===== src/rtl/fmul_72bit_issue_arbiter_if.sv =====
// Handshake bundle joining two requesters, the shared 72-bit multiplier pipeline
// and the issue arbiter. slave = arbiter view, master = surrounding system view.
interface fmul_72bit_issue_arbiter_if #(
  parameter int CNT_W = 5
);
  logic             iREQ0_VALID;
  logic             oREQ0_BUSY;
  logic [71:0]      iREQ0_DATA_A;
  logic [71:0]      iREQ0_DATA_B;
  logic             iREQ1_VALID;
  logic             oREQ1_BUSY;
  logic [71:0]      iREQ1_DATA_A;
  logic [71:0]      iREQ1_DATA_B;
  logic             oPIPE_VALID;
  logic             iPIPE_BUSY;
  logic [71:0]      oPIPE_DATA_A;
  logic [71:0]      oPIPE_DATA_B;
  logic             iPIPE_RESULT_VALID;
  logic             oPIPE_RESULT_BUSY;
  logic [71:0]      iPIPE_RESULT_DATA;
  logic             oRES0_VALID;
  logic             iRES0_BUSY;
  logic [71:0]      oRES0_DATA;
  logic             oRES1_VALID;
  logic             iRES1_BUSY;
  logic [71:0]      oRES1_DATA;
  logic [CNT_W-1:0] oINFLIGHT;
  logic             oERR_ORPHAN;

  modport slave (
    input  iREQ0_VALID, iREQ0_DATA_A, iREQ0_DATA_B,
    input  iREQ1_VALID, iREQ1_DATA_A, iREQ1_DATA_B,
    input  iPIPE_BUSY, iPIPE_RESULT_VALID, iPIPE_RESULT_DATA,
    input  iRES0_BUSY, iRES1_BUSY,
    output oREQ0_BUSY, oREQ1_BUSY,
    output oPIPE_VALID, oPIPE_DATA_A, oPIPE_DATA_B, oPIPE_RESULT_BUSY,
    output oRES0_VALID, oRES0_DATA, oRES1_VALID, oRES1_DATA,
    output oINFLIGHT, oERR_ORPHAN
  );

  modport master (
    output iREQ0_VALID, iREQ0_DATA_A, iREQ0_DATA_B,
    output iREQ1_VALID, iREQ1_DATA_A, iREQ1_DATA_B,
    output iPIPE_BUSY, iPIPE_RESULT_VALID, iPIPE_RESULT_DATA,
    output iRES0_BUSY, iRES1_BUSY,
    input  oREQ0_BUSY, oREQ1_BUSY,
    input  oPIPE_VALID, oPIPE_DATA_A, oPIPE_DATA_B, oPIPE_RESULT_BUSY,
    input  oRES0_VALID, oRES0_DATA, oRES1_VALID, oRES1_DATA,
    input  oINFLIGHT, oERR_ORPHAN
  );
endinterface


===== src/rtl/fmul_72bit_issue_arbiter.sv =====
// Round-robin issue arbiter for a shared in-order 72-bit FP multiplier: credit-limited
// issue stage, ordered tag FIFO of requester ids, and zero-latency result routing.
module fmul_72bit_issue_arbiter #(
  parameter int MAX_INFLIGHT = 8,
  parameter int CNT_W        = 5
) (
  input logic                       iCLOCK,
  input logic                       inRESET,
  input logic                       iRESET_SYNC,
  fmul_72bit_issue_arbiter_if.slave bus
);
  localparam int               PTR_W    = $clog2(MAX_INFLIGHT);
  localparam logic [CNT_W-1:0] MAX_CNT  = CNT_W'(MAX_INFLIGHT);
  localparam logic [CNT_W-1:0] CNT_ONE  = CNT_W'(1);
  localparam logic [PTR_W-1:0] LAST_PTR = PTR_W'(MAX_INFLIGHT - 1);
  localparam logic [PTR_W-1:0] PTR_ONE  = PTR_W'(1);

  // Pointers wrap at the FIFO depth, which need not be a power of two
  function automatic logic [PTR_W-1:0] ptr_inc(input logic [PTR_W-1:0] p);
    if (p == LAST_PTR) begin
      ptr_inc = {PTR_W{1'b0}};
    end else begin
      ptr_inc = p + PTR_ONE;
    end
  endfunction

  logic                    stage_v_q, stage_v_d;
  logic [71:0]             stage_a_q, stage_a_d;
  logic [71:0]             stage_b_q, stage_b_d;
  logic                    last_q, last_d;
  logic [MAX_INFLIGHT-1:0] tag_q, tag_d;
  logic [PTR_W-1:0]        wr_ptr_q, wr_ptr_d;
  logic [PTR_W-1:0]        rd_ptr_q, rd_ptr_d;
  logic [CNT_W-1:0]        cnt_q, cnt_d;
  logic                    orphan_q, orphan_d;

  logic grant_ok_s, gnt0_s, gnt1_s, push_s;
  logic empty_s, head_s, res_busy_s, pop_s;

  assign grant_ok_s = !bus.iPIPE_BUSY && (cnt_q < MAX_CNT);
  assign push_s     = gnt0_s || gnt1_s;
  assign empty_s    = (cnt_q == {CNT_W{1'b0}});
  assign head_s     = tag_q[rd_ptr_q];
  assign pop_s      = bus.iPIPE_RESULT_VALID && !empty_s && !res_busy_s;

  // Round-robin grant; last_q names the requester granted most recently
  always_comb begin
    gnt0_s = 1'b0;
    gnt1_s = 1'b0;
    if (grant_ok_s) begin
      case ({bus.iREQ1_VALID, bus.iREQ0_VALID})
        2'b01:   gnt0_s = 1'b1;
        2'b10:   gnt1_s = 1'b1;
        2'b11: begin
          gnt0_s = last_q;
          gnt1_s = !last_q;
        end
        default: begin
          gnt0_s = 1'b0;
          gnt1_s = 1'b0;
        end
      endcase
    end else begin
      gnt0_s = 1'b0;
      gnt1_s = 1'b0;
    end
  end

  // Result back-pressure follows whichever requester owns the oldest tag
  always_comb begin
    res_busy_s = 1'b0;
    if (empty_s) begin
      res_busy_s = 1'b0;
    end else if (head_s) begin
      res_busy_s = bus.iRES1_BUSY;
    end else begin
      res_busy_s = bus.iRES0_BUSY;
    end
  end

  // Next-state for issue stage, tag FIFO, credit count and orphan flag
  always_comb begin
    stage_v_d = stage_v_q;
    stage_a_d = stage_a_q;
    stage_b_d = stage_b_q;
    last_d    = last_q;
    tag_d     = tag_q;
    wr_ptr_d  = wr_ptr_q;
    rd_ptr_d  = rd_ptr_q;
    cnt_d     = cnt_q;
    orphan_d  = orphan_q || (bus.iPIPE_RESULT_VALID && empty_s);
    if (!bus.iPIPE_BUSY) begin
      stage_v_d = push_s;
      if (gnt1_s) begin
        stage_a_d = bus.iREQ1_DATA_A;
        stage_b_d = bus.iREQ1_DATA_B;
      end else if (gnt0_s) begin
        stage_a_d = bus.iREQ0_DATA_A;
        stage_b_d = bus.iREQ0_DATA_B;
      end else begin
        stage_a_d = stage_a_q;
        stage_b_d = stage_b_q;
      end
    end else begin
      stage_v_d = stage_v_q;
    end
    if (push_s) begin
      tag_d[wr_ptr_q] = gnt1_s;
      wr_ptr_d        = ptr_inc(wr_ptr_q);
      last_d          = gnt1_s;
    end else begin
      wr_ptr_d = wr_ptr_q;
    end
    if (pop_s) begin
      rd_ptr_d = ptr_inc(rd_ptr_q);
    end else begin
      rd_ptr_d = rd_ptr_q;
    end
    case ({push_s, pop_s})
      2'b10:   cnt_d = cnt_q + CNT_ONE;
      2'b01:   cnt_d = cnt_q - CNT_ONE;
      default: cnt_d = cnt_q;
    endcase
  end

  // State registers; the synchronous clear mirrors the asynchronous reset
  always_ff @(posedge iCLOCK or negedge inRESET) begin
    if (!inRESET) begin
      stage_v_q <= 1'b0;
      stage_a_q <= 72'd0;
      stage_b_q <= 72'd0;
      last_q    <= 1'b1;
      tag_q     <= {MAX_INFLIGHT{1'b0}};
      wr_ptr_q  <= {PTR_W{1'b0}};
      rd_ptr_q  <= {PTR_W{1'b0}};
      cnt_q     <= {CNT_W{1'b0}};
      orphan_q  <= 1'b0;
    end else if (iRESET_SYNC) begin
      stage_v_q <= 1'b0;
      stage_a_q <= 72'd0;
      stage_b_q <= 72'd0;
      last_q    <= 1'b1;
      tag_q     <= {MAX_INFLIGHT{1'b0}};
      wr_ptr_q  <= {PTR_W{1'b0}};
      rd_ptr_q  <= {PTR_W{1'b0}};
      cnt_q     <= {CNT_W{1'b0}};
      orphan_q  <= 1'b0;
    end else begin
      stage_v_q <= stage_v_d;
      stage_a_q <= stage_a_d;
      stage_b_q <= stage_b_d;
      last_q    <= last_d;
      tag_q     <= tag_d;
      wr_ptr_q  <= wr_ptr_d;
      rd_ptr_q  <= rd_ptr_d;
      cnt_q     <= cnt_d;
      orphan_q  <= orphan_d;
    end
  end

  assign bus.oREQ0_BUSY        = !gnt0_s;
  assign bus.oREQ1_BUSY        = !gnt1_s;
  assign bus.oPIPE_VALID       = stage_v_q;
  assign bus.oPIPE_DATA_A      = stage_a_q;
  assign bus.oPIPE_DATA_B      = stage_b_q;
  assign bus.oPIPE_RESULT_BUSY = res_busy_s;
  assign bus.oRES0_VALID       = bus.iPIPE_RESULT_VALID && !empty_s && !head_s;
  assign bus.oRES1_VALID       = bus.iPIPE_RESULT_VALID && !empty_s && head_s;
  assign bus.oRES0_DATA        = bus.iPIPE_RESULT_DATA;
  assign bus.oRES1_DATA        = bus.iPIPE_RESULT_DATA;
  assign bus.oINFLIGHT         = cnt_q;
  assign bus.oERR_ORPHAN       = orphan_q;
endmodule


===== src/flat_wrapper.sv =====
// flat-port wrapper written by rule: the top's interface ports become plain ports
module fmul_72bit_issue_arbiter_flat 
#(
  parameter int MAX_INFLIGHT = 8,
  parameter int CNT_W        = 5
)
  (iCLOCK, inRESET, iRESET_SYNC, bus_iREQ0_VALID, bus_iREQ0_DATA_A, bus_iREQ0_DATA_B, bus_iREQ1_VALID, bus_iREQ1_DATA_A, bus_iREQ1_DATA_B, bus_iPIPE_BUSY, bus_iPIPE_RESULT_VALID, bus_iPIPE_RESULT_DATA, bus_iRES0_BUSY, bus_iRES1_BUSY, bus_oREQ0_BUSY, bus_oREQ1_BUSY, bus_oPIPE_VALID, bus_oPIPE_DATA_A, bus_oPIPE_DATA_B, bus_oPIPE_RESULT_BUSY, bus_oRES0_VALID, bus_oRES0_DATA, bus_oRES1_VALID, bus_oRES1_DATA, bus_oINFLIGHT, bus_oERR_ORPHAN);
  fmul_72bit_issue_arbiter_if #(.CNT_W(CNT_W)) bus_i ();
  input logic iCLOCK;
  input logic inRESET;
  input logic iRESET_SYNC;
  input wire logic [$bits(bus_i.iREQ0_VALID)-1:0] bus_iREQ0_VALID;
  input wire logic [$bits(bus_i.iREQ0_DATA_A)-1:0] bus_iREQ0_DATA_A;
  input wire logic [$bits(bus_i.iREQ0_DATA_B)-1:0] bus_iREQ0_DATA_B;
  input wire logic [$bits(bus_i.iREQ1_VALID)-1:0] bus_iREQ1_VALID;
  input wire logic [$bits(bus_i.iREQ1_DATA_A)-1:0] bus_iREQ1_DATA_A;
  input wire logic [$bits(bus_i.iREQ1_DATA_B)-1:0] bus_iREQ1_DATA_B;
  input wire logic [$bits(bus_i.iPIPE_BUSY)-1:0] bus_iPIPE_BUSY;
  input wire logic [$bits(bus_i.iPIPE_RESULT_VALID)-1:0] bus_iPIPE_RESULT_VALID;
  input wire logic [$bits(bus_i.iPIPE_RESULT_DATA)-1:0] bus_iPIPE_RESULT_DATA;
  input wire logic [$bits(bus_i.iRES0_BUSY)-1:0] bus_iRES0_BUSY;
  input wire logic [$bits(bus_i.iRES1_BUSY)-1:0] bus_iRES1_BUSY;
  output wire logic [$bits(bus_i.oREQ0_BUSY)-1:0] bus_oREQ0_BUSY;
  output wire logic [$bits(bus_i.oREQ1_BUSY)-1:0] bus_oREQ1_BUSY;
  output wire logic [$bits(bus_i.oPIPE_VALID)-1:0] bus_oPIPE_VALID;
  output wire logic [$bits(bus_i.oPIPE_DATA_A)-1:0] bus_oPIPE_DATA_A;
  output wire logic [$bits(bus_i.oPIPE_DATA_B)-1:0] bus_oPIPE_DATA_B;
  output wire logic [$bits(bus_i.oPIPE_RESULT_BUSY)-1:0] bus_oPIPE_RESULT_BUSY;
  output wire logic [$bits(bus_i.oRES0_VALID)-1:0] bus_oRES0_VALID;
  output wire logic [$bits(bus_i.oRES0_DATA)-1:0] bus_oRES0_DATA;
  output wire logic [$bits(bus_i.oRES1_VALID)-1:0] bus_oRES1_VALID;
  output wire logic [$bits(bus_i.oRES1_DATA)-1:0] bus_oRES1_DATA;
  output wire logic [$bits(bus_i.oINFLIGHT)-1:0] bus_oINFLIGHT;
  output wire logic [$bits(bus_i.oERR_ORPHAN)-1:0] bus_oERR_ORPHAN;
  assign bus_i.iREQ0_VALID = bus_iREQ0_VALID;
  assign bus_i.iREQ0_DATA_A = bus_iREQ0_DATA_A;
  assign bus_i.iREQ0_DATA_B = bus_iREQ0_DATA_B;
  assign bus_i.iREQ1_VALID = bus_iREQ1_VALID;
  assign bus_i.iREQ1_DATA_A = bus_iREQ1_DATA_A;
  assign bus_i.iREQ1_DATA_B = bus_iREQ1_DATA_B;
  assign bus_i.iPIPE_BUSY = bus_iPIPE_BUSY;
  assign bus_i.iPIPE_RESULT_VALID = bus_iPIPE_RESULT_VALID;
  assign bus_i.iPIPE_RESULT_DATA = bus_iPIPE_RESULT_DATA;
  assign bus_i.iRES0_BUSY = bus_iRES0_BUSY;
  assign bus_i.iRES1_BUSY = bus_iRES1_BUSY;
  assign bus_oREQ0_BUSY = bus_i.oREQ0_BUSY;
  assign bus_oREQ1_BUSY = bus_i.oREQ1_BUSY;
  assign bus_oPIPE_VALID = bus_i.oPIPE_VALID;
  assign bus_oPIPE_DATA_A = bus_i.oPIPE_DATA_A;
  assign bus_oPIPE_DATA_B = bus_i.oPIPE_DATA_B;
  assign bus_oPIPE_RESULT_BUSY = bus_i.oPIPE_RESULT_BUSY;
  assign bus_oRES0_VALID = bus_i.oRES0_VALID;
  assign bus_oRES0_DATA = bus_i.oRES0_DATA;
  assign bus_oRES1_VALID = bus_i.oRES1_VALID;
  assign bus_oRES1_DATA = bus_i.oRES1_DATA;
  assign bus_oINFLIGHT = bus_i.oINFLIGHT;
  assign bus_oERR_ORPHAN = bus_i.oERR_ORPHAN;
  fmul_72bit_issue_arbiter #(.MAX_INFLIGHT(MAX_INFLIGHT), .CNT_W(CNT_W)) u_core (.iCLOCK(iCLOCK), .inRESET(inRESET), .iRESET_SYNC(iRESET_SYNC), .bus(bus_i));
endmodule

===== config.mk =====
export PLATFORM = sky130hd
export DESIGN_NAME = fmul_72bit_issue_arbiter_flat
export DESIGN_NICKNAME = d
export VERILOG_FILES = /design/src/rtl/fmul_72bit_issue_arbiter_if.sv /design/src/rtl/fmul_72bit_issue_arbiter.sv /design/src/flat_wrapper.sv
export SDC_FILE = /design/constraint.sdc
export NUM_CORES = 1
export LEC_CHECK = 0
export CAP_MARGIN = 0
export CORE_AREA = 4 4 261 263
export DETAILED_ROUTE_END_ITERATION = 7
export DIE_AREA = 0 0 265 267
export DONT_BUFFER_PORTS = 1
export GPL_TIMING_DRIVEN = 1
export PLACE_DENSITY = 0.3
export SLEW_MARGIN = 0
export SYNTH_ARGS = -nofsm -noshare
export SYNTH_HDL_FRONTEND = slang
export SYNTH_SLANG_ARGS = --single-unit

===== constraint.sdc =====
create_clock -name iCLOCK -period 2.8 [get_ports iCLOCK]
set_input_delay 0.56 -clock iCLOCK [delete_from_list [all_inputs] [get_ports iCLOCK]]
set_output_delay 0.56 -clock iCLOCK [all_outputs]
set_load 0.03 [all_outputs]

==> results.txt <==
Synthesized net count: 1,306
Drt initial violations: 303
Endpoints failing setup: 1
Placed insts: 1,606
Status: complete, but fails checks
Sequential cell area: 4160 um2
Distinct cells, synth: 35
WP data arrival: 3.22 ns
Clk sinks: 166
Pleak: 4.63 nW
Multi-input logic area: 3870 um2
CORE AREA: 65,600 um2
H-tree levels: 4
#FFs+latches synth: 166
Crit share post-route: 1.02
Vias in the first global route: 6,540
PnR worst setup slack: -0.0574 ns
Final ANT Viol Nets: 0
Critical path's largest stage delay: 0.51 ns
Die Y-Extent: 267 um
Gp weighted congestion: 0.708
Fin Hold WS: -0.221 ns
Number of buffers added on ports: 0
Relative slew slack: 0.418
Yosys Warn Count: 0
CTS tree: built
CP Launch Type: flip-flop
Max Freq: 350 MHz
Crit-path cells: mux4_2 > mux2_4 > mux2i_4 > nand2_2 > fa_2 > nor2b_4 > o21ai_2 > a21o_1 > mux2i_1 > mux2_2
Final hold violation count: 165
Vias: 6,149
Failing checks: negative hold slack, negative setup slack
RSZ-0062 raised after global routing: yes
Register area share after synthesis: 0.444
Largest net degree at the start of global routing: 172
Nets@finish: 1,140
Post-Route WL: 30.3 mm
Crit. End Element: flip-flop
Die Width: 265 um
Routed len/inst: 18.5 um
WP buf/inv: 0
Ports: 669
Clock transition at path regs: 0.07 ns
Synth area leaders: dfrtp_1, mux2i_1, a211oi_1
GR Overflow Total: 0
Critical path class: flip-flop to flip-flop
Vias per inst: 3.74
Area growth, synth to finish: 6.92%
Worst-Skew Late Latency: 0.48 ns
GRT Util Overall: 0.0832
Cell Area, Synth: 9350 um2
# DRC: 0
Worst vdd ir: 0.230 mV
Slew @ Worst Pin: 0.872 ns
Crit path max-delay family: multiplexers
Longest Clk Path Bufs: 2
First drt pass iteration count: 4
Maxcap violations: 0
Clock Skew: 0.0138 ns
Min cycle time layout: 2.86 ns
# fillers: 7,372
Synth area leader: dfrtp_1
Root Buffer: clkbuf_16
PwrDens: 746 nW/um2
Initial antenna violation count: 2
Fraction of layout cells with a size suffix above 1: 0.113
Critical path peak fanout: 3
CP max stage cell: mux4_2
Syn avg cell area: 10.1 um2
CTS Buf Count: 17
Initial Util: 0.142
Gate Count Post-Synth: 929
Slew Limit Fails: 0
Die area: 70,800 um2
Worst min-delay path category: input pin to asynchronous set/reset pin
Synth top area share: 0.442
Rows: 94
Non-Filler Instances: 1,642
Placed wire-length estimate: 21.1 mm
Setup TNS: -0.0574 ns
Crit path required time: 3.16 ns
First-pass GRT wire length: 44.0 mm
[metrics by stage]
step,util,power [mW],area [um2],setup WS [ns],hold WS [ns]
after global routing,0.152,7.92,9990,-0.176,-0.287
after global placement,0.142,5.12,9340,-0.131,0.274
final,0.152,7.46,10000,-0.0574,-0.221
after CTS,0.152,7.66,9970,-0.0968,-0.289
after detailed placement,0.142,5.10,9340,-0.157,0.274
after floorplan,-,5.05,9350,-0.128,0.264
[cells by family (layout without fill, tap and decap cells)]
| group | count (synthesis) | after routing | synth area share |
|---|---|---|---|
| buffers and inverters | 224 | 71 | 0.148 |
| and+or+nand+nor | 197 | 197 | 0.0846 |
| AOI/OAI and AO/OA | 174 | 174 | 0.135 |
| DFF | 166 | 166 | 0.444 |
| muxes | 158 | 158 | 0.175 |
| adders and majority gates | 8 | 8 | 0.0115 |
| xor gates and xnor gates | 2 | 2 | 0.00187 |
| other | 0 | 2 | 0 |
[power by group]
part | switching (mW) | internal (mW)
Clock | 1.18 | 1.19
Combinational | 0.826 | 0.691
Sequential | 0.869 | 2.71
Total | 2.88 | 4.59
[worst register-to-register path: stages (launching register included)]
cell	delay [ns]
dfrtp_2	0.40
mux4_2	0.51
mux2_4	0.32
mux2i_4	0.18
nand2_2	0.10
fa_2	0.37
nor2b_4	0.14
o21ai_2	0.07
a21o_1	0.18
mux2i_1	0.15
mux2_2	0.35
[layout make-up]
type / instances / area share
Tap cell: 864 / 0.108
Multi-Input combinational cell: 539 / 0.387
Clock buffer: 19 / 0.0443
Inverter: 8 / 0.00588
Sequential cell: 166 / 0.416
Antenna cell: 2 / 0.000501
Clock inverter: 13 / 0.0111
Timing Repair Buffer: 31 / 0.0273
[synthesized netlist by cell type, drive strengths merged]
cell type and instances:
nand4 2, dfstp 1, mux4 2, buf 147, xor2 1, o41ai 1
nor3 3, nand3 6, a21oi 14, xnor2 1, nor2 163, nand2 10
mux2i 150, mux2 6, or3 1, o31ai 4, ha 7, clkbuf 69
nand2b 3, and3 1, nand3b 1, o211ai 2, a21o 2, or4 1
o21ai 6, dfrtp 165, a211o 1, inv 8, nor2b 6, fa 1
a211oi 144
[cells in the final DEF (no fill, tap or decap), drive strengths merged, types with 7 or more instances in the layout]
| cell type | instances |
|---|---|
| dfrtp | 165 |
| nor2 | 163 |
| mux2i | 150 |
| a211oi | 144 |
| buf | 31 |
| clkbuf | 19 |
| inv | 15 |
| a21oi | 14 |
| nand2 | 10 |
| ha | 7 |
[flip-flops by register name, summed over array words and instances (netlist names)]
signal and count:
u_core.rd_ptr_q 3, u_core.bus.oERR_ORPHAN 1, u_core.tag_q 8, u_core.wr_ptr_q 3, u_core.last_q 1, u_core.bus.oINFLIGHT 5
u_core.bus.oPIPE_VALID 1, u_core.bus.oPIPE_DATA_B 72, u_core.bus.oPIPE_DATA_A 72
[routing by layer]
layer | vias up | wire (um) | track usage
li1 | 2800 | - | -
met1 | 2967 | 11300 | 0.0901
met2 | 333 | 15300 | 0.138
met3 | 49 | 2850 | 0.0401
met4 | 0 | 900 | 0.0384
met5 | - | 0 | 0
[worst paths after layout]
path                                                 from                                 endpoint  slack, ns  depth (start not counted)
min in group iCLOCK                           iRESET_SYNC   u_core.bus.oPIPE_DATA_B[0]$_DFFE_PN0P_       0.14                          1
max in group asynchronous                         inRESET  u_core.bus.oPIPE_DATA_B[47]$_DFFE_PN0P_       2.69                          0
hold / removal                                    inRESET  u_core.bus.oPIPE_DATA_A[66]$_DFFE_PN0P_      -0.22                          0
setup reg to reg           u_core.rd_ptr_q[0]$_DFFE_PN0P_      u_core.bus.oINFLIGHT[4]$_DFFE_PN0P_      -0.06                         10
hold reg to reg               u_core.tag_q[4]$_DFFE_PN0P_              u_core.tag_q[4]$_DFFE_PN0P_       0.54                          2
setup / recovery           u_core.rd_ptr_q[0]$_DFFE_PN0P_      u_core.bus.oINFLIGHT[4]$_DFFE_PN0P_      -0.06                         10
[repair_timing]
item	4_1_cts	5_1_grt
endpoints found under the hold margin	166	166
pin swaps	6	3
setup buffers	2	0
resized for setup	14	5
endpoints found under the setup margin	3	6
No activity file was read; power rests on OpenSTA's default activity.
